<file path="config.mk">
export PLATFORM = sky130hd
export DESIGN_NAME = configs_loader
export DESIGN_NICKNAME = d
export VERILOG_FILES = /design/src/rtl/configs_loader.sv
export SDC_FILE = /design/constraint.sdc
export NUM_CORES = 1
export LEC_CHECK = 0
export BUFFER_PORTS_ARGS = -buffer_cell sky130_fd_sc_hd__clkbuf_2
export CORE_AREA = 2 2 97 99
export DETAILED_ROUTE_END_ITERATION = 10
export DIE_AREA = 0 0 99 101
export PLACE_DENSITY = 0.63
export SYNTH_ARGS = -nofsm -noshare
export SYNTH_HDL_FRONTEND = slang
export SYNTH_SLANG_ARGS = --single-unit
</file>
<file path="constraint.sdc">
create_clock -name clk -period 4.7 [get_ports clk]
set_input_delay 0.94 -clock clk [delete_from_list [all_inputs] [get_ports clk]]
set_output_delay 0.94 -clock clk [all_outputs]
set_load 0.01 [all_outputs]
</file>
<file path="src/rtl/configs_loader.sv">
// Write-side sequencer for the configuration latch bank: takes words over valid/ready,
// drives them on a shared bus and strobes one latch enable per word with setup/hold margins.
module configs_loader #(
    parameter int WORDS = 29,
    parameter int WIDTH = 32
) (
    input  logic             clk,
    input  logic             reset,
    input  logic             io_start,
    input  logic [WIDTH-1:0] io_word_in,
    input  logic             io_word_valid,
    output logic             io_word_ready,
    output logic [WIDTH-1:0] io_d_out,
    output logic [WORDS-1:0] io_configs_en,
    output logic             io_busy,
    output logic             io_done,
    output logic [2:0]       io_state_dbg
);

    localparam int IDXW = $clog2(WORDS);
    localparam logic [IDXW-1:0] LAST_IDX = IDXW'(WORDS - 1);

    typedef enum logic [2:0] {
        S_IDLE   = 3'd0,
        S_WAIT   = 3'd1,
        S_SETUP  = 3'd2,
        S_STROBE = 3'd3,
        S_HOLD   = 3'd4,
        S_DONE   = 3'd5
    } state_e;

    state_e           state_q, state_d;
    logic [IDXW-1:0]  idx_q, idx_d;
    logic [WIDTH-1:0] data_q, data_d;
    logic [WORDS-1:0] en_q, en_d;

    // Handshake: a word transfers on a rising edge where io_word_valid and
    // io_word_ready are both high; io_word_ready is high exactly while in WAIT.
    always_ff @(posedge clk or posedge reset) begin
        if (reset) begin
            state_q <= S_IDLE;
        end else begin
            state_q <= state_d;
        end
    end

    always_comb begin
        state_d = state_q;
        case (state_q)
            S_IDLE:   if (io_start) state_d = S_WAIT;
            S_WAIT:   if (io_word_valid) state_d = S_SETUP;
            S_SETUP:  state_d = S_STROBE;
            S_STROBE: state_d = S_HOLD;
            S_HOLD:   state_d = (idx_q == LAST_IDX) ? S_DONE : S_WAIT;
            S_DONE:   state_d = S_IDLE;
            default:  state_d = S_IDLE;
        endcase
    end

    always_ff @(posedge clk or posedge reset) begin
        if (reset) begin
            idx_q  <= '0;
            data_q <= '0;
            en_q   <= '0;
        end else begin
            idx_q  <= idx_d;
            data_q <= data_d;
            en_q   <= en_d;
        end
    end

    // Enables default to zero so only the SETUP->STROBE transition can raise one bit.
    always_comb begin
        idx_d  = idx_q;
        data_d = data_q;
        en_d   = '0;
        case (state_q)
            S_IDLE:  if (io_start) idx_d = '0;
            S_WAIT:  if (io_word_valid) data_d = io_word_in;
            S_SETUP: en_d = WORDS'(1) << idx_q;
            S_HOLD:  if (idx_q != LAST_IDX) idx_d = idx_q + 1'b1;
            default: ;
        endcase
    end

    always_comb begin
        io_word_ready = (state_q == S_WAIT);
        io_busy       = (state_q != S_IDLE);
        io_done       = (state_q == S_DONE);
        io_d_out      = data_q;
        io_configs_en = en_q;
        io_state_dbg  = state_q;
    end

endmodule
</file>
==> results.py <==
metrics = {
    "outcome": {
        "status": "finished, final reports clean",
    },
    "sta": {
        "slew_violations": 0,
        "timing.final.crit_period_ps": 2360,
        "finalSetupViolCount": 0,
        "worstMarginPinSlew_ps": 658,
        "fmax_mhz": 424,
        "rsz0062_at_grt": "false",
        "fin_skew_ps": 11.9,
        "period_share_pct": 50.2,
        "setup-tns-final_ps": 0,
        "relSlewSlack_pct": 56.0,
        "finalHoldViolCount": 0,
    },
    "clock_network": {
        "cts_made_buffers": 9,
        "h-tree-depth": 3,
        "root_buffer": "clkbuf_8",
        "clock-sinks": 69,
        "cts.clk_slew.worst_paths_ps": 70,
        "clockBufferDepth": 2,
        "clk_latency_ps": 340,
        "cts_resized": 0,
        "post_cts_buffers": 0,
        "cts_hold_buf": 0,
        "cts_tree": "yes",
    },
    "cells_and_area": {
        "fill_cells": 860,
        "fin_nets": 347,
        "post-route-util_pct": 38.6,
        "stdcell_count": 421,
        "antenna_cells": 0,
        "drive_gt1_share_pct": 48.7,
        "final_area_um2": 3470,
        "area_growth_syn_to_layout_pct": 31.1,
    },
    "detailed_routing": {
        "viasPerCell": 4.43,
        "postRouteAntennaNets": 0,
        "drc_errors": 0,
        "wire_per_inst_um": 13.4,
        "vias": 1866,
        "drt-pass1-iter-count": 4,
        "wirelength_mm": 5.64,
        "drt_iter0_markers": 53,
    },
    "die": {
        "start_util_pct": 29.5,
        "ios": 103,
        "die_h_um": 101,
        "die_area_um2": 10000,
        "rows": 35,
        "core-area_um2": 8980,
        "die_w_um": 99,
    },
    "worst_setup_path": {
        "start_kind": "flip-flop",
        "critPathSlowestCell": "dfrtp_1",
        "arrival_ps": 1420,
        "cp-end-kind": "output pin",
        "crit_fanout": 13,
        "path_class": "flip-flop to output pin",
        "critPathMaxStageDelay_ps": 590,
        "worstPathCellList": "inv_1 -> nor3b_1 -> clkbuf_2",
        "required_ps": 3760,
    },
    "yosys": {
        "syn_avg_cell_area_um2": 13.2,
        "syn_area_um2": 2650,
        "synth_area_leaders": "dfrtp_1 (65%), mux2_2 (12%), nor2_1 (4.5%)",
        "mappedNetlistNets": 242,
        "synth_seq_cells": 69,
        "yosys_warnings": 0,
        "ys_types": 30,
        "syn-instance-count": 200,
        "synth.top_cell.area_share_pct": 65.3,
        "yosysTopAreaCell": "dfrtp_1",
        "seq_area_frac_synth_pct": 65.3,
    },
    "pwr": {
        "seq_power_share_pct": 43.2,
        "intPower_uw": 1380,
        "powerDensity_nw_per_um2": 582,
        "power_switching_uw": 644,
        "power.leakage_uw": 0.00173,
        "ir_drop_mv": 0.230,
        "clkPwrFrac_pct": 26.7,
        "swShare_pct": 31.9,
        "p_comb_share_pct": 30.1,
    },
    "global_route": {
        "grt_pass1_wl_mm": 8.89,
        "antenna_found_initial": 0,
        "grt_overflow_total": 0,
        "grt_usage_pct": 11.6,
        "grt_max_degree": 40,
        "grt_pass1_vias": 1813,
    },
    "hold_path": {
        "min_path_type": "flip-flop to flip-flop",
    },
    "placement": {
        "io_buffers": 102,
        "place_hpwl_mm": 4.05,
        "dp.cells": 405,
        "gp_congestion": 0.710,
        "dpl-instance-area_um2": 3240,
    },
    "run": {
        "drv_cap": 0,
    },
}
kinds of logic (layout without fill, tap and decap cells):
family | Yosys count | count (layout) | synth area share (%)
mux | 32 | 32 | 13.6
simple gates | 63 | 63 | 11.5
fa+ha+maj | 6 | 6 | 2.84
compound gates | 13 | 13 | 3.31
flops | 69 | 69 | 65.3
buf+inv | 17 | 127 | 3.45
sequential cells by signal (all words and copies together), names as in the netlist:
| name | flops |
|---|---|
| io_configs_en | 29 |
| idx_q | 5 |
| io_state_dbg | 3 |
| io_d_out | 32 |
stage by stage:
stage               power, µW  hold WS, ps  setup WS (ps)
floorplan                1270          529           2020
global placement         1490          473           2670
detailed placement       1510          474           2630
CTS                      2060          492           2300
global route             2160          511           2190
finish                   2020          486           2340
cell usage after synthesis, drive strengths merged:
library cell	n
nor4b	1
nand3b	1
ha	6
nand4	3
nand2b	2
nand2	9
nand3	4
buf	5
and4	1
dfrtp	69
o22ai	1
a2111oi	1
nor3b	4
nor2	32
clkbuf	5
inv	7
mux2	32
nor4	2
and2	1
a22o	1
nand4b	1
nor3	1
or3	1
o21ai	6
a2bb2oi	2
a21oi	2
layout by cell type, fill, tap and decap left out:
| cell | instances |
|---|---|
| a2111oi_2 | 1 |
| a21oi_1 | 2 |
| a22o_1 | 1 |
| a2bb2oi_1 | 2 |
| and2_1 | 1 |
| and4_1 | 1 |
| buf_4 | 2 |
| bufinv_16 | 2 |
| clkbuf_1 | 1 |
| clkbuf_2 | 102 |
| clkbuf_8 | 10 |
| clkinv_2 | 1 |
| clkinv_4 | 1 |
| dfrtp_1 | 69 |
| ha_1 | 6 |
| inv_1 | 6 |
| inv_2 | 1 |
| inv_6 | 1 |
| mux2_1 | 3 |
| mux2_2 | 29 |
| nand2_1 | 9 |
| nand2b_1 | 2 |
| nand3_1 | 4 |
| nand3b_1 | 1 |
| nand4_1 | 3 |
| nand4b_1 | 1 |
| nor2_1 | 32 |
| nor3_1 | 1 |
| nor3b_1 | 3 |
| nor3b_2 | 1 |
| nor4_1 | 2 |
| nor4b_1 | 1 |
| o21ai_0 | 6 |
| o22ai_1 | 1 |
| or3_1 | 1 |
final timing paths:
kind                                  from            to  slack, ps  depth (start not counted)
max in group asynchronous            reset  io_d_out[29]       3090                          3
min in group asynchronous            reset  io_d_out[10]        650                          2
setup reg to reg           io_state_dbg[0]   io_d_out[9]       2810                          4
setup / recovery           io_state_dbg[0]       io_done       2340                          3
hold / removal                 io_d_out[3]   io_d_out[3]        490                          1
hold reg to reg                io_d_out[3]   io_d_out[3]        490                          1
power groups by stage:
| stage | Combinational [µW] | Sequential (µW) | Clock [µW] |
|---|---|---|---|
| detailed placement | 622 | 886 | 0 |
| floorplan | 339 | 928 | 0 |
| global route | 672 | 899 | 590 |
| finish | 608 | 873 | 539 |
| CTS | 623 | 874 | 559 |
| global placement | 608 | 881 | 0 |
metal layers:
metal / global-route usage (%) / share of wire, % / wire [µm]
met5: 0 / 0 / 0
met4: 6.01 / 2.1 / 121
met3: 3.61 / 5.4 / 303
met2: 17.8 / 48 / 2730
met1: 14.6 / 44 / 2490
layout make-up:
| cell class | count | area (µm²) | area share, % |
|---|---|---|---|
| Clock inverter | 5 | 82.6 | 2.38 |
| Inverter | 7 | 26.3 | 0.758 |
| Sequential cell | 69 | 1730 | 49.8 |
| Clock buffer | 11 | 141 | 4.08 |
| Tap cell | 111 | 139 | 4.00 |
| Timing Repair Buffer | 104 | 526 | 15.2 |
| Multi-Input combinational cell | 114 | 827 | 23.8 |
critical path, delay by kind of cell, from the launching register on:
kind	cells	cell delay (ps)
simple gates	1	190
buf+inv	2	310
flops	1	590
No activity file was read; power rests on OpenSTA's default activity.
